===== src/rtl/store_queue.sv =====
// Store queue between the MEM stage and the data-memory write channel.
// Aligns stores onto byte lanes, flags misaligned requests and issues accepted stores in order.
module store_queue #(
    parameter int DATA_W = 32,
    parameter int ADDR_W = 32,
    parameter int DEPTH  = 4
) (
    input  logic                         ACLK,
    input  logic                         ARESETn,
    input  logic                         req_valid,
    output logic                         req_ready,
    input  logic [ADDR_W-1:0]            req_addr,
    input  logic [1:0]                   req_size,
    input  logic [DATA_W-1:0]            req_data,
    output logic                         misalign_err,
    output logic                         mem_valid,
    input  logic                         mem_ready,
    output logic [ADDR_W-1:0]            mem_addr,
    output logic [DATA_W-1:0]            mem_data,
    output logic [DATA_W/8-1:0]          mem_strb,
    input  logic [ADDR_W-1:0]            ld_addr,
    output logic                         ld_conflict,
    output logic                         empty,
    output logic [$clog2(DEPTH+1)-1:0]   count
);

    localparam int STRB_W = DATA_W / 8;
    localparam int OFF_W  = $clog2(STRB_W);
    localparam int PTR_W  = $clog2(DEPTH);
    localparam int CNT_W  = $clog2(DEPTH + 1);
    localparam logic [ADDR_W-1:0] OFF_MASK = ADDR_W'(STRB_W - 1);

    logic [ADDR_W-1:0] r_addr [DEPTH];
    logic [DATA_W-1:0] r_data [DEPTH];
    logic [STRB_W-1:0] r_strb [DEPTH];
    logic [DEPTH-1:0]  r_vld;
    logic [PTR_W-1:0]  r_head;
    logic [PTR_W-1:0]  r_tail;
    logic [CNT_W-1:0]  r_count;
    logic              r_misalign;

    logic [OFF_W-1:0]  w_off;
    logic [3:0]        w_nbytes;
    logic              w_illegal;
    logic [STRB_W-1:0] w_lane_en;
    logic [DATA_W-1:0] w_lane_mask;
    logic [STRB_W-1:0] w_strb;
    logic [DATA_W-1:0] w_data;
    logic [ADDR_W-1:0] w_word_addr;
    logic [ADDR_W-1:0] w_ld_word;
    logic              w_accept;
    logic              w_push;
    logic              w_pop;
    logic              w_conflict;

    // Request decode: a legal store occupies nbytes lanes starting at its offset.
    // NOTE: every always_comb output gets a default before any branch so no latch can be inferred.
    always_comb begin
        w_off       = req_addr[OFF_W-1:0];
        w_nbytes    = 4'd1 << req_size;
        w_illegal   = (int'(w_nbytes) > STRB_W) ||
                      ((int'(w_off) & (int'(w_nbytes) - 1)) != 0);
        w_lane_en   = '0;
        w_lane_mask = '0;
        for (int b = 0; b < STRB_W; b++) begin
            w_lane_en[b]         = (b < int'(w_nbytes));
            w_lane_mask[8*b +: 8] = {8{w_lane_en[b]}};
        end
        w_strb      = w_lane_en << w_off;
        w_data      = (req_data & w_lane_mask) << {w_off, 3'b000};
        w_word_addr = req_addr & ~OFF_MASK;
        w_ld_word   = ld_addr & ~OFF_MASK;
    end

    assign req_ready    = (r_count != CNT_W'(DEPTH));
    assign empty        = (r_count == '0);
    assign count        = r_count;
    assign mem_valid    = !empty;
    assign misalign_err = r_misalign;
    assign mem_addr     = r_addr[r_head];
    assign mem_data     = r_data[r_head];
    assign mem_strb     = r_strb[r_head];

    assign w_accept = req_valid && req_ready;
    assign w_push   = w_accept && !w_illegal;
    assign w_pop    = mem_valid && mem_ready;

    // Per-entry valid bits keep the load lookup independent of pointer arithmetic.
    always_comb begin
        w_conflict = 1'b0;
        for (int i = 0; i < DEPTH; i++) begin
            if (r_vld[i] && (r_addr[i] == w_ld_word)) begin
                w_conflict = 1'b1;
            end
        end
    end

    assign ld_conflict = w_conflict;

    // Push and pop never touch the same slot: push needs count < DEPTH, pop needs count > 0,
    // and head == tail only at those two extremes.
    always_ff @(posedge ACLK) begin
        if (!ARESETn) begin
            r_head     <= '0;
            r_tail     <= '0;
            r_count    <= '0;
            r_misalign <= 1'b0;
            r_vld      <= '0;
            // NOTE: entry storage is reset too, so the write port shows zeros after reset.
            for (int i = 0; i < DEPTH; i++) begin
                r_addr[i] <= '0;
                r_data[i] <= '0;
                r_strb[i] <= '0;
            end
        end else begin
            // NOTE: sequential state uses non-blocking assignments so every read sees pre-edge values.
            r_misalign <= w_accept && w_illegal;
            if (w_push) begin
                r_addr[r_tail] <= w_word_addr;
                r_data[r_tail] <= w_data;
                r_strb[r_tail] <= w_strb;
                r_vld[r_tail]  <= 1'b1;
                r_tail         <= r_tail + PTR_W'(1);
            end
            if (w_pop) begin
                r_vld[r_head] <= 1'b0;
                r_head        <= r_head + PTR_W'(1);
            end
            case ({w_push, w_pop})
                2'b10:   r_count <= r_count + CNT_W'(1);
                2'b01:   r_count <= r_count - CNT_W'(1);
                default: r_count <= r_count;
            endcase
        end
    end

endmodule


===== config.mk =====
export PLATFORM = sky130hd
export DESIGN_NAME = store_queue
export DESIGN_NICKNAME = d
export VERILOG_FILES = /design/src/rtl/store_queue.sv
export SDC_FILE = /design/constraint.sdc
export NUM_CORES = 1
export LEC_CHECK = 0
export ABC_AREA = 1
export BUFFER_PORTS_ARGS = -buffer_cell sky130_fd_sc_hd__buf_2
export CORE_ASPECT_RATIO = 1.4
export CORE_UTILIZATION = 55
export CTS_BUF_LIST = sky130_fd_sc_hd__clkbuf_8
export CTS_CLUSTER_DIAMETER = 150
export DETAILED_ROUTE_END_ITERATION = 8
export PLACE_DENSITY = 0.79
export SYNTH_ARGS = -nofsm -noshare
export SYNTH_HDL_FRONTEND = slang
export SYNTH_SLANG_ARGS = --single-unit

===== constraint.sdc =====
create_clock -name ACLK -period 4.4 [get_ports ACLK]
set_input_delay 0.66 -clock ACLK [delete_from_list [all_inputs] [get_ports ACLK]]
set_output_delay 0.66 -clock ACLK [all_outputs]
set_load 0.03 [all_outputs]

## Yosys cells after proc, flatten, opt, wreduce, memory -nomap -nowiden

Memory sizes are Yosys's and may differ from the RTL's. A register that Yosys moved wholly into a read port is not among the register bits.
Cells that the tools add are included.

| cells by class | value |
|---|---|
| bitwise logic cells | 5 |
| shift-type cells | 3 |
| eq/ne operators | 7 |
| order comparisons | 9 |
| add/subtract/negate cells | 5 |
| $mul | 0 |
| reductions and logical operators | 19 |
| muxes and demuxes | 31 |
| div/mod/pow operators | 0 |

Operators with widths:

| cell | count |
|---|---|
| 32-bit == test | 4 |
| 32-bit AND | 1 |
| 32-bit 2-to-1 mux | 1 |
| 32-bit nonzero test | 1 |
| 32-bit OR reduction | 1 |
| 32-bit by 5-bit << shifter with 32-bit output | 1 |
| 30-bit 2-to-1 mux | 1 |
| 30-bit OR reduction | 1 |
| 2-bit 2-to-1 mux | 9 |
| 4-bit 2-to-1 mux | 4 |
| 1-bit 2-to-1 mux | 13 |
| 1-bit logical AND | 10 |
| 1-bit by 4-bit < comparator with 1-bit output, first input constant | 2 |
| 2-bit by 4-bit < comparator with 1-bit output, first input constant | 2 |
| 2-bit by 3-bit < comparator with 1-bit output, second input constant | 2 |
| 3-bit case mux with 2 select lines | 1 |
| 3-bit by 5-bit AND with 5-bit output | 1 |
| 4-bit by 1-bit subtractor with 5-bit output, second input constant | 1 |
| 2-bit by 1-bit adder with 2-bit output, second input constant | 2 |
| 4-bit AND | 1 |
| 1-bit demux with 2-bit select | 2 |
| 2-bit by 1-bit greater-or-equal comparator with 1-bit output, second input constant | 2 |
| 4-bit by 3-bit greater-than comparator with 1-bit output, second input constant | 1 |
| 4-bit inverter | 1 |
| 13 further kinds | 14 |

| word-level totals | value |
|---|---|
| memory bits (read-only) | 0 |
| memories | 3 |
| latch bits | 0 |
| input bits | 102 |
| bits in registers | 12 |
| word-level logic and storage cells | 87 |
| RAM bits | 264 |

Memory list:

| name | words | bits a word | read ports | clocked after Yosys merged registers in | wr ports | RTL line | RTL |
|---|---|---|---|---|---|---|---|
| r_data | 4 | 32 | 1 | 1 | 4 | 34 | `logic [DATA_W-1:0] r_data [DEPTH];` |
| r_addr | 4 | 30 | 5 | 1 | 4 | 33 | `logic [ADDR_W-1:0] r_addr [DEPTH];` |
| r_strb | 4 | 4 | 1 | 1 | 4 | 35 | `logic [STRB_W-1:0] r_strb [DEPTH];` |

## Logic depth before layout (Yosys ltp)

Gate-level depths: netlist of run 1.

| logic depth | value |
|---|---|
| word-level depth | 12 |
| mapped depth | 12 |

## Least setup slack after synthesis of run 1

No wires, ideal clock.

| timing path | value |
|---|---|
| path kind | in2reg |
| start | input port req_addr[0] |
| end | memory r_addr[3][0] (netlist bit), enable pin |
| cell stages on the path | 8 |
| library setup time | 0.492 ns |
| slack | -0.258 ns |
| arrival | 4.166 ns |
| buffers on the path | 1 |
| cells stage by stage | buf_6 > nor2_8 > nand2_2 > nand2_1 > nand3_4 > nand2_1 > nand2_1 > nor2_1 |

RTL lines:

| what | RTL line | RTL |
|---|---|---|
| from (decl) | 12 | `input logic [ADDR_W-1:0] req_addr,` |
| to (decl) | 33 |  |

==> results of run 1 <==
==> final timing paths <==
| kind | endpoint | slack [ns] | depth (start not counted) |
|---|---|---|---|
| setup / recovery | mem_data[13] | 0.86 | 4 |
| hold / removal | r_addr[1][28] | 0.46 | 3 |
| setup reg to reg | r_addr[1][13] | 2.07 | 9 |
| hold reg to reg | count[2] | 0.53 | 2 |
==> state kept, by name, indices dropped and copies added, names as in the netlist, named ones only <==
register / count
r_addr: 120
count: 3
r_data: 128
misalign_err: 1
r_vld: 4
r_strb: 16
r_tail: 2
r_head: 2
==> cell usage after synthesis (all sizes together) <==
master	n	share of area
nand2	377	0.099
a21oi	103	0.035
clkbuf	58	0.015
conb	1	0.00026
xnor2	8	0.0048
xor2	4	0.0024
edfxtp	264	0.54
o22ai	40	0.017
inv	215	0.055
o211ai	2	0.0010
o21a	2	0.0010
dfxtp	14	0.019
nor2	434	0.12
nor3	18	0.0061
o21ai	179	0.061
nand3	10	0.0046
fa	1	0.0014
buf	23	0.011
ha	9	0.0077
==> critical path: stages, from the launching register on <==
cell     delay, ns
dfxtp_4       0.71
buf_4         0.69
o21ai_0       0.20
o22ai_1       0.38
buf_2         0.28
==> power groups by stage <==
stage	logic, mW	registers, mW	clock network (mW)
3_5_place_dp	2.70	3.29	0
2_1_floorplan	1.83	3.24	0
4_1_cts	2.71	3.24	2.15
5_1_grt	2.91	3.26	2.26
3_3_place_gp	2.66	3.28	0
6_report	2.71	3.24	2.13
==> per-stage QoR <==
stage | setup slack, ns | area, um^2
floorplan | 0.7602 | 14680
global placement | 1.217 | 15890
detailed placement | 1.217 | 15890
CTS | 0.8439 | 16720
global route | 0.7413 | 16720
finish | 0.8640 | 16720
==> metal layers <==
| layer | GRT usage | part of all wire |
|---|---|---|
| met1 | 0.3791 | 0.37 |
| met4 | 0.2214 | 0.067 |
| met3 | 0.04218 | 0.063 |
| met5 | 0 | 0.00044 |
| met2 | 0.5459 | 0.50 |
==> layout make-up <==
cell class	instances	share of cell area
inverter	215	0.04842
timing repair buffer	193	0.06825
clock inverter	25	0.009879
sequential	278	0.4912
multi-input combinational	1189	0.3185
clock buffer	48	0.03952
tap	324	0.02425
==> cells by family (layout without fill, tap and decap cells) <==
group / Yosys count / count (layout) / share of synthesized area
buffers and inverters: 296 / 481 / 0.08065
XOR/XNOR: 12 / 12 / 0.007162
AND/OR/NAND/NOR: 839 / 839 / 0.2281
adder cells (fa/ha/maj): 10 / 10 / 0.009038
flip-flops: 278 / 278 / 0.5593
other: 1 / 2 / 0.0002555
AO/OA/AOI/OAI: 326 / 326 / 0.1155
==> impl_results.html, run 1 <==
<table>
<tr><th>Metric</th><th>Value</th></tr>
<tr><th colspan="2">Outcome</th></tr>
<tr><td>Status</td><td>complete, no violations</td></tr>
<tr><th colspan="2">Setup path</th></tr>
<tr><td>Worst path arrival time</td><td>2.88 ns</td></tr>
<tr><td>Path type of the worst setup path</td><td>reg2out</td></tr>
<tr><td>Required arrival time at the worst endpoint</td><td>between 3 and 4 ns</td></tr>
<tr><td>Worst Setup Start Kind</td><td>flip-flop</td></tr>
<tr><td>Startpoint of the worst-slack reg-to-reg timing path</td><td>count[1]</td></tr>
<tr><td>CP Max Fanout</td><td>64</td></tr>
<tr><td>Worst setup EP type</td><td>output pin</td></tr>
<tr><th colspan="2">Routing</th></tr>
<tr><td>DRC errors left</td><td>0</td></tr>
<tr><td>Violation count after the first detailed-routing iteration</td><td>996</td></tr>
<tr><td>Via Count</td><td>approximately 13000</td></tr>
<tr><td>Vias per Instance</td><td>approximately 5.5</td></tr>
<tr><td>DRT Pass-1 Iters</td><td>5</td></tr>
<tr><td>Routed wire per std cell</td><td>approximately 19 um</td></tr>
<tr><td>Antenna-violating nets left</td><td>0</td></tr>
<tr><td>Total wire length after detailed routing</td><td>43190 um</td></tr>
<tr><th colspan="2">Yosys</th></tr>
<tr><td>Number of instances in the synthesized netlist</td><td>1762</td></tr>
<tr><td>Share of the yosys chip area belonging to registers</td><td>0.5593</td></tr>
<tr><td>Synthesized flop and latch total</td><td>278</td></tr>
<tr><td>Number of distinct standard cells referenced by the synthesized netlist</td><td>32</td></tr>
<tr><td>YS warnings</td><td>0</td></tr>
<tr><td>Netlist area before placement</td><td>14680 um^2</td></tr>
<tr><td>Average footprint of a synthesized cell</td><td>~8.3 um^2</td></tr>
<tr><th colspan="2">Cells and area</th></tr>
<tr><td>Commonest non-fill, non-tap cell in the layout</td><td>nor2_1</td></tr>
<tr><td>Commonest cells after routing, fill and taps aside</td><td>nor2_1, nand2_1, edfxtp_1, inv_1, o21ai_0</td></tr>
<tr><td>Fill cell total of the finished layout</td><td>2235</td></tr>
<tr><td>Post-route non-filler standard cell count</td><td>between 2000 and 2500</td></tr>
<tr><td>Sequential cell area</td><td>8212 um^2</td></tr>
<tr><td>Antenna diode count</td><td>0</td></tr>
<tr><td>Layout Area Growth over Synthesis</td><td>13.92%</td></tr>
<tr><td>Multi-input logic area</td><td>5325 um^2</td></tr>
<tr><td>Share of post-route cells with drive strength above 1</td><td>0.1566</td></tr>
<tr><td>Net count of the finished layout</td><td>2031</td></tr>
<tr><td>Core occupancy in the finished layout</td><td>0.6384</td></tr>
<tr><th colspan="2">Clock tree</th></tr>
<tr><td>H-tree depth</td><td>2</td></tr>
<tr><td>Clock Latency Late Sink</td><td>0.56 ns</td></tr>
<tr><td>Post-CTS Resized</td><td>0</td></tr>
<tr><td>Cts-stage hold buffer count</td><td>0</td></tr>
<tr><td>Clock-pin slew on the worst setup and hold paths</td><td>about 0.08 ns</td></tr>
<tr><td>Root buffer cell</td><td>clkbuf_8</td></tr>
<tr><td>Number of buffers added by the clock tree synthesis step</td><td>42</td></tr>
<tr><td>Post-CTS setup buffers</td><td>0</td></tr>
<tr><td>Number of buffers between clock root and the deepest sink</td><td>3</td></tr>
<tr><td>Sink count of the clock tree</td><td>278</td></tr>
<tr><td>Clock tree from TritonCTS</td><td>yes</td></tr>
<tr><th colspan="2">Global route</th></tr>
<tr><td>Initial antenna violation count</td><td>1</td></tr>
<tr><td>Via count of the first global-routing pass</td><td>between 10000 and 15000</td></tr>
<tr><td>GRT Overall Usage</td><td>0.3213</td></tr>
<tr><td>Pin count of the biggest net entering global routing</td><td>76</td></tr>
<tr><td>Global-route wire length before repair</td><td>65960 um</td></tr>
<tr><td>Total gr overflow</td><td>0</td></tr>
<tr><th colspan="2">Timing</th></tr>
<tr><td>Count of endpoints failing hold in the final timing report</td><td>0</td></tr>
<tr><td>Crit share post-route</td><td>0.8036</td></tr>
<tr><td>Worst-Margin Slew</td><td>0.9557 ns</td></tr>
<tr><td>Worst clock skew on the final layout</td><td>between 0.015 and 0.02 ns</td></tr>
<tr><td>Max frequency</td><td>between 200 and 300 MHz</td></tr>
<tr><td>Fin crit period</td><td>3.536 ns</td></tr>
<tr><td>RSZ-0062 raised after global routing</td><td>no</td></tr>
<tr><td># setup viols final</td><td>0</td></tr>
<tr><td>Worst slack on hold paths</td><td>0.4573 ns</td></tr>
<tr><td>Worst slew margin relative to its limit</td><td>0.3629</td></tr>
<tr><td>Max-slew violation count</td><td>0</td></tr>
<tr><td>Sum Neg Setup Slack</td><td>0 ns</td></tr>
<tr><th colspan="2">Place</th></tr>
<tr><td>Number of placed instances with taps included</td><td>2199</td></tr>
<tr><td>Gp weighted congestion</td><td>roughly 1.0</td></tr>
<tr><td>Port Buffers</td><td>around 170</td></tr>
<tr><td>DP Wirelength</td><td>28810 um</td></tr>
<tr><th colspan="2">Pwr</th></tr>
<tr><td>Cell internal power dissipation</td><td>4.928 mW</td></tr>
<tr><td>Power Density</td><td>483.5 nW/um^2</td></tr>
<tr><td>Leakage dissipation</td><td>7.542 nW</td></tr>
<tr><td>Worst vdd ir</td><td>between 0.4 and 0.5 mV</td></tr>
<tr><td>Psw</td><td>3.156 mW</td></tr>
<tr><td>Switching fraction of total power</td><td>0.3904</td></tr>
<tr><td>Part of the total power dissipated in the clock network</td><td>0.263</td></tr>
<tr><td>Logic gate share of total power</td><td>0.336</td></tr>
<tr><td>Sequential share of power</td><td>0.401</td></tr>
<tr><td>Total power draw</td><td>8.084 mW</td></tr>
<tr><th colspan="2">Job</th></tr>
<tr><td>Max-cap violations</td><td>0</td></tr>
<tr><th colspan="2">Floorplan</th></tr>
<tr><td>Chip height</td><td>195.3 um</td></tr>
<tr><td>Die ar.</td><td>27350 um^2</td></tr>
<tr><td>Number of rows in the core area</td><td>70</td></tr>
<tr><td>Initial core utilization</td><td>0.5604</td></tr>
<tr><td>Number of top-level pins</td><td>178</td></tr>
<tr><td>Core area</td><td>26190 um^2</td></tr>
<tr><td>Die width</td><td>roughly 140 um</td></tr>
<tr><th colspan="2">Worst hold path</th></tr>
<tr><td>HP Start</td><td>req_addr[30]</td></tr>
<tr><td>Kind of path behind the tightest hold check</td><td>in2reg</td></tr>
</table>
No activity file was read; power rests on OpenSTA's default activity.
==> run 2: changes to the inputs <==
==> constraint.sdc (replaced) <==
create_clock -name ACLK -period 3.2 [get_ports ACLK]
set_input_delay 0.48 -clock ACLK [delete_from_list [all_inputs] [get_ports ACLK]]
set_output_delay 0.48 -clock ACLK [all_outputs]
set_load 0.03 [all_outputs]
==> run 2 against run 1 <==
Against the previous run: sequential cell count unchanged; sequential power is 36% higher; highest routed layer is now met4; via count rose by 0.79%; critical path type unchanged; sequential share of layout area down 0.12 points; largest cell class unchanged; first-iteration DRC count down 2.1%; clock power up 39%; register-to-register slack got worse by 1.1 ns.
==> impl_results.html, run 2 (same netlist as run 1, synthesis figures left out) <==
<table>
<tr><th>Metric</th><th>Value</th></tr>
<tr><th colspan="2">Timing</th></tr>
<tr><td>Worst-Margin Slew</td><td>0.9269 ns (-0.02878 ns)</td></tr>
<tr><td>Worst slew margin relative to its limit</td><td>0.3821 (+0.01919)</td></tr>
<tr><td>RSZ-0062 raised after global routing</td><td>no</td></tr>
<tr><td>Count of endpoints failing hold in the final timing report</td><td>0 (unchanged)</td></tr>
<tr><td>Fin crit period</td><td>2.951 ns</td></tr>
<tr><td>Sum Neg Setup Slack</td><td>0 ns (unchanged)</td></tr>
<tr><td># setup viols final</td><td>0 (unchanged)</td></tr>
<tr><td>Crit share post-route</td><td>0.9223</td></tr>
<tr><td>Max-slew violation count</td><td>0 (unchanged)</td></tr>
<tr><td>Max frequency</td><td>338.8 MHz</td></tr>
<tr><td>Worst clock skew on the final layout</td><td>0.01488 ns (-0.002973 ns)</td></tr>
<tr><th colspan="2">Floorplan</th></tr>
<tr><td>Number of rows in the core area</td><td>70 (unchanged)</td></tr>
<tr><td>Number of top-level pins</td><td>178 (unchanged)</td></tr>
<tr><td>Die width</td><td>140.1 um (unchanged)</td></tr>
<tr><td>Die ar.</td><td>27350 um^2 (unchanged)</td></tr>
<tr><td>Chip height</td><td>195.3 um (unchanged)</td></tr>
<tr><td>Initial core utilization</td><td>0.5604 (unchanged)</td></tr>
<tr><td>Core area</td><td>26190 um^2 (unchanged)</td></tr>
<tr><th colspan="2">Pwr</th></tr>
<tr><td>Power Density</td><td>666.5 nW/um^2 (+38%)</td></tr>
<tr><td>Leakage dissipation</td><td>7.587 nW (+0.61%)</td></tr>
<tr><td>Worst vdd ir</td><td>0.5146 mV (+21%)</td></tr>
<tr><th colspan="2">Routing</th></tr>
<tr><td>Vias per Instance</td><td>5.541 (+0.44%)</td></tr>
<tr><td>DRC errors left</td><td>0 (unchanged)</td></tr>
<tr><td>Total wire length after detailed routing</td><td>43290 um (+0.23%)</td></tr>
<tr><td>Violation count after the first detailed-routing iteration</td><td>975 (-2.1%)</td></tr>
<tr><td>Routed wire per std cell</td><td>18.99 um (-0.12%)</td></tr>
<tr><td>Antenna-violating nets left</td><td>0 (unchanged)</td></tr>
<tr><td>DRT Pass-1 Iters</td><td>7 (+2)</td></tr>
<tr><td>Via Count</td><td>12633 (+0.79%)</td></tr>
<tr><th colspan="2">Setup path</th></tr>
<tr><td>Required arrival time at the worst endpoint</td><td>2.72 ns (-1.02 ns)</td></tr>
<tr><td>Worst path arrival time</td><td>2.47 ns (-0.41 ns)</td></tr>
<tr><td>Worst Setup Start Kind</td><td>flip-flop</td></tr>
<tr><td>CP Max Fanout</td><td>62 (-3.1%)</td></tr>
<tr><td>Worst setup EP type</td><td>output pin</td></tr>
<tr><td>Path type of the worst setup path</td><td>reg2out</td></tr>
<tr><th colspan="2">Global route</th></tr>
<tr><td>Total gr overflow</td><td>0 (unchanged)</td></tr>
<tr><td>Pin count of the biggest net entering global routing</td><td>94 (+24%)</td></tr>
<tr><td>GRT Overall Usage</td><td>0.3225 (+0.001206)</td></tr>
<tr><td>Via count of the first global-routing pass</td><td>12326 (+0.60%)</td></tr>
<tr><td>Global-route wire length before repair</td><td>66410 um (+0.68%)</td></tr>
<tr><td>Initial antenna violation count</td><td>0 (-1)</td></tr>
<tr><th colspan="2">Cells and area</th></tr>
<tr><td>Fill cell total of the finished layout</td><td>2224 (-0.49%)</td></tr>
<tr><td>Post-route non-filler standard cell count</td><td>2280 (+0.35%)</td></tr>
<tr><td>Net count of the finished layout</td><td>2039 (+0.39%)</td></tr>
<tr><td>Multi-input logic area</td><td>5325 um^2 (unchanged)</td></tr>
<tr><td>Share of post-route cells with drive strength above 1</td><td>0.1600 (+0.003450)</td></tr>
<tr><td>Max FFs per register</td><td>128 (unchanged)</td></tr>
<tr><td>Antenna diode count</td><td>0 (unchanged)</td></tr>
<tr><td>Most flops, register</td><td>r_data</td></tr>
<tr><td>Layout Area Growth over Synthesis</td><td>14.20%</td></tr>
<tr><td>Core occupancy in the finished layout</td><td>0.6400 (+0.001576)</td></tr>
<tr><td>Largest registers ranked by flip-flop count</td><td>r_data: 128 flops, r_addr: 120 flops, r_strb: 16 flops</td></tr>
<tr><td>Commonest cells after routing, fill and taps aside</td><td>nor2_1, nand2_1, edfxtp_1, inv_1, o21ai_0</td></tr>
<tr><td>Commonest non-fill, non-tap cell in the layout</td><td>nor2_1</td></tr>
<tr><td>Sequential cell area</td><td>8212 um^2 (unchanged)</td></tr>
<tr><th colspan="2">Clock tree</th></tr>
<tr><td>Number of buffers between clock root and the deepest sink</td><td>3 (unchanged)</td></tr>
<tr><td>Clock Latency Late Sink</td><td>0.56 ns (about the same)</td></tr>
<tr><td>Clock-pin slew on the worst setup and hold paths</td><td>0.07 ns (about the same)</td></tr>
<tr><td>Clock tree from TritonCTS</td><td>yes</td></tr>
<tr><td>Root buffer cell</td><td>clkbuf_8</td></tr>
<tr><td>Post-CTS Resized</td><td>0 (unchanged)</td></tr>
<tr><td>Post-CTS setup buffers</td><td>0 (unchanged)</td></tr>
<tr><td>H-tree depth</td><td>2 (unchanged)</td></tr>
<tr><td>Cts-stage hold buffer count</td><td>0 (unchanged)</td></tr>
<tr><td>Sink count of the clock tree</td><td>278 (unchanged)</td></tr>
<tr><td>Number of buffers added by the clock tree synthesis step</td><td>43 (+2.4%)</td></tr>
<tr><th colspan="2">Place</th></tr>
<tr><td>DP Wirelength</td><td>28900 um (+0.31%)</td></tr>
<tr><td>Gp weighted congestion</td><td>1.079 (+6.3%)</td></tr>
<tr><td>Port Buffers</td><td>173 (unchanged)</td></tr>
<tr><td>Number of placed instances with taps included</td><td>2206 (+0.32%)</td></tr>
<tr><th colspan="2">Job</th></tr>
<tr><td>Max-cap violations</td><td>0 (unchanged)</td></tr>
<tr><th colspan="2">Worst hold path</th></tr>
<tr><td>Kind of path behind the tightest hold check</td><td>in2reg</td></tr>
<tr><th colspan="2">Outcome</th></tr>
<tr><td>Status</td><td>complete, no violations</td></tr>
</table>
[run 2: power breakdown]
group	internal (mW)	total [mW]	switching, mW
Combinational	0.995	3.81	2.81
Clock	1.57	2.97	1.40
Sequential	4.26	4.40	0.137
[run 2: cell type report]
type                            count  share of cell area
Clock inverter                     28             0.01232
Multi-Input combinational cell   1189              0.3177
Tap cell                          324             0.02419
Clock buffer                       46             0.03778
Inverter                          215             0.04830
Timing Repair Buffer              200             0.06973
Sequential cell                   278              0.4900
[run 2: final timing paths]
check,depth (start not counted),endpoint,slack (ns),start
max,5,mem_addr[29],0.25,flip-flop
min,3,r_addr[2][8],0.26,req_addr[10]
max reg2reg,9,r_addr[1][13],0.95,count[0]
min reg2reg,2,count[2],0.51,count[2]
[run 2: metal layers]
| layer | global-route usage | part of all wire | wire length, um |
|---|---|---|---|
| met4 | 0.1852 | 0.056 | 2405 |
| met2 | 0.5728 | 0.51 | 21980 |
| met3 | 0.04684 | 0.078 | 3361 |
| met1 | 0.3701 | 0.36 | 15540 |
| met5 | 0 | 0 | 0 |
[run 2: critical path, stage by stage, from the launching register on]
cell	delay (ns)
dfxtp_4	0.36
inv_4	0.48
buf_4	0.39
o21ai_0	0.12
o21ai_0	0.28
buf_2	0.25
[run 2: metrics by stage]
stage	area (um^2)	hold WS, ns	total power, mW	setup WS [ns]
floorplan	14690	0.4946	6.969	0.1574
global placement	15920	0.5120	8.186	0.6171
detailed placement	15920	0.5038	8.259	0.6138
CTS	16760	0.2347	11.20	0.2164
global route	16760	0.2422	11.65	0.1144
finish	16760	0.2612	11.17	0.2485
==> run 3: changes to the inputs <==
--- a/config.mk
+++ b/config.mk
@@ -12,7 +12,7 @@
 export CTS_BUF_LIST = sky130_fd_sc_hd__clkbuf_8
 export CTS_CLUSTER_DIAMETER = 150
 export DETAILED_ROUTE_END_ITERATION = 8
-export PLACE_DENSITY = 0.79
+export PLACE_DENSITY = 0.76
 export SYNTH_ARGS = -nofsm -noshare
 export SYNTH_HDL_FRONTEND = slang
 export SYNTH_SLANG_ARGS = --single-unit
==> constraint.sdc (replaced) <==
create_clock -name ACLK -period 3.5 [get_ports ACLK]
set_input_delay 0.525 -clock ACLK [delete_from_list [all_inputs] [get_ports ACLK]]
set_output_delay 0.525 -clock ACLK [all_outputs]
set_load 0.03 [all_outputs]
==> run 3 against run 2 <==
Against the previous run: count of clock-buffer cells in the layout is 1 lower; combinational power is 9.7% lower; sequential cell count stayed put; clock power decreased by 13%; core utilization is 0.44 points lower; critical path type unchanged; via count is 0.56% lower; sequential share of layout area increased by 0.34 points; routed wire length up 2.1%; critical path depth is 1 higher; worst hold slack gained 0.037 ns.
==> impl_results.html, run 3 (same netlist as run 1, synthesis figures left out) <==
<table>
<tr><th>Metric</th><th>Value</th></tr>
<tr><th colspan="2">Outcome</th></tr>
<tr><td>Status</td><td>complete, no violations</td></tr>
<tr><th colspan="2">Routing</th></tr>
<tr><td>DRC errors left</td><td>0 (unchanged)</td></tr>
<tr><td>Total wire length after detailed routing</td><td>44200 um (+2.1%)</td></tr>
<tr><td>Violation count after the first detailed-routing iteration</td><td>887 (-9.0%)</td></tr>
<tr><td>Via Count</td><td>12562 (-0.56%)</td></tr>
<tr><td>Routed wire per std cell</td><td>19.46 um (+2.5%)</td></tr>
<tr><td>Antenna-violating nets left</td><td>0 (unchanged)</td></tr>
<tr><td>DRT Pass-1 Iters</td><td>5 (-2)</td></tr>
<tr><td>Vias per Instance</td><td>5.531 (-0.17%)</td></tr>
<tr><th colspan="2">Cells and area</th></tr>
<tr><td>Net count of the finished layout</td><td>2032 (-0.34%)</td></tr>
<tr><td>Layout Area Growth over Synthesis</td><td>13.41%</td></tr>
<tr><td>Most flops, register</td><td>r_data</td></tr>
<tr><td>Core occupancy in the finished layout</td><td>0.6355 (-0.004443)</td></tr>
<tr><td>Largest registers ranked by flip-flop count</td><td>r_data: 128 flops, r_addr: 120 flops, r_strb: 16 flops</td></tr>
<tr><td>Share of post-route cells with drive strength above 1</td><td>0.1551 (-0.004910)</td></tr>
<tr><td>Commonest cells after routing, fill and taps aside</td><td>nor2_1, nand2_1, edfxtp_1, inv_1, o21ai_0</td></tr>
<tr><td>Final Cell Area</td><td>16640 um^2 (-0.69%)</td></tr>
<tr><td>Commonest non-fill, non-tap cell in the layout</td><td>nor2_1</td></tr>
<tr><td>Antenna diode count</td><td>0 (unchanged)</td></tr>
<tr><td>Fill cell total of the finished layout</td><td>2243 (+0.85%)</td></tr>
<tr><td>Post-route non-filler standard cell count</td><td>2271 (-0.39%)</td></tr>
<tr><td>Max FFs per register</td><td>128 (unchanged)</td></tr>
<tr><th colspan="2">Place</th></tr>
<tr><td>Gp weighted congestion</td><td>0.9951 (-7.7%)</td></tr>
<tr><td>Post-Place Cell Area</td><td>15860 um^2 (-0.39%)</td></tr>
<tr><td>DP Wirelength</td><td>29470 um (+2.0%)</td></tr>
<tr><td>Worst slack after detailed placement</td><td>0.7780 ns (+0.1643 ns)</td></tr>
<tr><td>Port Buffers</td><td>173 (unchanged)</td></tr>
<tr><td>Number of placed instances with taps included</td><td>2200 (-0.27%)</td></tr>
<tr><th colspan="2">Pwr</th></tr>
<tr><td>Sequential share of power</td><td>0.403 (+0.009)</td></tr>
<tr><td>Worst vdd ir</td><td>0.4962 mV (-3.6%)</td></tr>
<tr><td>Leakage dissipation</td><td>7.521 nW (-0.88%)</td></tr>
<tr><td>Logic gate share of total power</td><td>0.341 (about the same)</td></tr>
<tr><td>Power Density</td><td>606.2 nW/um^2 (-9.1%)</td></tr>
<tr><td>Part of the total power dissipated in the clock network</td><td>0.256 (-0.010)</td></tr>
<tr><td>Switching fraction of total power</td><td>0.3925 (+0.003665)</td></tr>
<tr><td>Total power draw</td><td>10.09 mW (-9.7%)</td></tr>
<tr><td>Cell internal power dissipation</td><td>6.129 mW (-10%)</td></tr>
<tr><td>Psw</td><td>3.960 mW (-8.8%)</td></tr>
<tr><th colspan="2">Clock tree</th></tr>
<tr><td>Post-CTS setup buffers</td><td>0 (unchanged)</td></tr>
<tr><td>Sink count of the clock tree</td><td>278 (unchanged)</td></tr>
<tr><td>Number of buffers added by the clock tree synthesis step</td><td>42 (-2.3%)</td></tr>
<tr><td>Post-CTS Resized</td><td>0 (unchanged)</td></tr>
<tr><td>Clock Latency Late Sink</td><td>0.58 ns (+0.02 ns)</td></tr>
<tr><td>Root buffer cell</td><td>clkbuf_8</td></tr>
<tr><td>Clock tree from TritonCTS</td><td>yes</td></tr>
<tr><td>Number of buffers between clock root and the deepest sink</td><td>3 (unchanged)</td></tr>
<tr><td>Clock-pin slew on the worst setup and hold paths</td><td>0.07 ns (about the same)</td></tr>
<tr><td>Cts-stage hold buffer count</td><td>0 (unchanged)</td></tr>
<tr><td>H-tree depth</td><td>2 (unchanged)</td></tr>
<tr><th colspan="2">Global route</th></tr>
<tr><td>Initial antenna violation count</td><td>1 (+1)</td></tr>
<tr><td>Total gr overflow</td><td>0 (unchanged)</td></tr>
<tr><td>Via count of the first global-routing pass</td><td>12244 (-0.67%)</td></tr>
<tr><td>GRT Overall Usage</td><td>0.3254 (+0.002908)</td></tr>
<tr><td>Pin count of the biggest net entering global routing</td><td>67 (-29%)</td></tr>
<tr><td>Global-route wire length before repair</td><td>66330 um (-0.12%)</td></tr>
<tr><th colspan="2">Floorplan</th></tr>
<tr><td>Die width</td><td>140.1 um (unchanged)</td></tr>
<tr><td>Number of rows in the core area</td><td>70 (unchanged)</td></tr>
<tr><td>Die ar.</td><td>27350 um^2 (unchanged)</td></tr>
<tr><td>Core area</td><td>26190 um^2 (unchanged)</td></tr>
<tr><td>Number of top-level pins</td><td>178 (unchanged)</td></tr>
<tr><td>Initial core utilization</td><td>0.5604 (unchanged)</td></tr>
<tr><td>Chip height</td><td>195.3 um (unchanged)</td></tr>
<tr><th colspan="2">Timing</th></tr>
<tr><td>Worst-Margin Slew</td><td>1.119 ns (+0.1925 ns)</td></tr>
<tr><td>Max-slew violation count</td><td>0 (unchanged)</td></tr>
<tr><td>RSZ-0062 raised after global routing</td><td>no</td></tr>
<tr><td>Count of endpoints failing hold in the final timing report</td><td>0 (unchanged)</td></tr>
<tr><td>Worst slew margin relative to its limit</td><td>0.2537 (-0.1284)</td></tr>
<tr><td>Worst slack on hold paths</td><td>0.2979 ns (+0.03672 ns)</td></tr>
<tr><td>Max frequency</td><td>313.7 MHz</td></tr>
<tr><td>Setup ws final</td><td>0.3118 ns (+0.06324 ns)</td></tr>
<tr><td>Fin crit period</td><td>3.188 ns</td></tr>
<tr><td>Crit share post-route</td><td>0.9109</td></tr>
<tr><td># setup viols final</td><td>0 (unchanged)</td></tr>
<tr><td>Worst clock skew on the final layout</td><td>0.03020 ns (+0.01532 ns)</td></tr>
<tr><td>Sum Neg Setup Slack</td><td>0 ns (unchanged)</td></tr>
<tr><th colspan="2">Setup path</th></tr>
<tr><td>Register-to-register setup slack</td><td>1.15 ns (+0.20 ns)</td></tr>
<tr><td>Endpoint of the worst register-to-register path</td><td>r_addr[2][19]</td></tr>
<tr><td>Startpoint of the worst-slack reg-to-reg timing path</td><td>count[0]</td></tr>
<tr><td>Worst path arrival time</td><td>2.66 ns (+0.19 ns)</td></tr>
<tr><td>Worst setup EP type</td><td>output pin</td></tr>
<tr><td>CP Max Fanout</td><td>51 (-18%)</td></tr>
<tr><td>Number of cell instances on the worst register-to-register path</td><td>9 (unchanged)</td></tr>
<tr><td>Required arrival time at the worst endpoint</td><td>2.97 ns (+0.25 ns)</td></tr>
<tr><td>Worst Setup Start Kind</td><td>flip-flop</td></tr>
<tr><td>Path type of the worst setup path</td><td>reg2out</td></tr>
<tr><th colspan="2">Worst hold path</th></tr>
<tr><td>Kind of path behind the tightest hold check</td><td>in2reg</td></tr>
<tr><td>HP Start</td><td>req_addr[6]</td></tr>
<tr><td>Hold endpoint</td><td>r_addr[2][4]</td></tr>
<tr><td>Number of stages on the worst hold path</td><td>3 (unchanged)</td></tr>
<tr><th colspan="2">Job</th></tr>
<tr><td>Max-cap violations</td><td>0 (unchanged)</td></tr>
</table>
run 3: power by group through the flow:
stage          Sequential (mW)  Clock, mW  Combinational, mW
2_1_floorplan             4.07          0               2.30
3_3_place_gp              4.12          0               3.37
3_5_place_dp              4.13          0               3.43
4_1_cts                   4.06       2.62               3.44
5_1_grt                   4.09       2.74               3.69
6_report                  4.07       2.58               3.44
run 3: critical path: stages (launching register included):
cell and delay (ns):
dfxtp_4 0.62, inv_4 0.32, buf_4 0.32, o21ai_0 0.18, a21oi_1 0.06, a21oi_1 0.27
buf_2 0.26
run 3: metal layers:
metal / vias to the layer above / share of wire / track usage
met3: 125 / 0.061 / 0.04291
met4: 2 / 0.058 / 0.1974
li1: 6019 / - / -
met1: 5854 / 0.37 / 0.3751
met5: - / 0.00029 / 0
met2: 562 / 0.51 / 0.5746
run 3: final cells by class:
cell class,instances,area [um^2],area share
sequential,278,8212,0.4934
multi-input combinational,1189,5320,0.3197
timing repair buffer,194,1111,0.06676
inverter,215,809.5,0.04864
clock buffer,45,619.3,0.03721
tap,324,405.4,0.02436
clock inverter,26,166.4,0.009998
run 3: how the worst max path moves through the flow:
stage	start	endpoint	slack [ns]
floorplan	count[1]	r_addr[2][0]	-0.12
detailed placement	req_size[1]	r_data[2][15]	0.78
global placement	req_size[1]	r_data[2][15]	0.81
CTS	flip-flop	mem_addr[12]	0.31
global route	flip-flop	mem_addr[12]	0.17
finish	flip-flop	mem_addr[12]	0.31
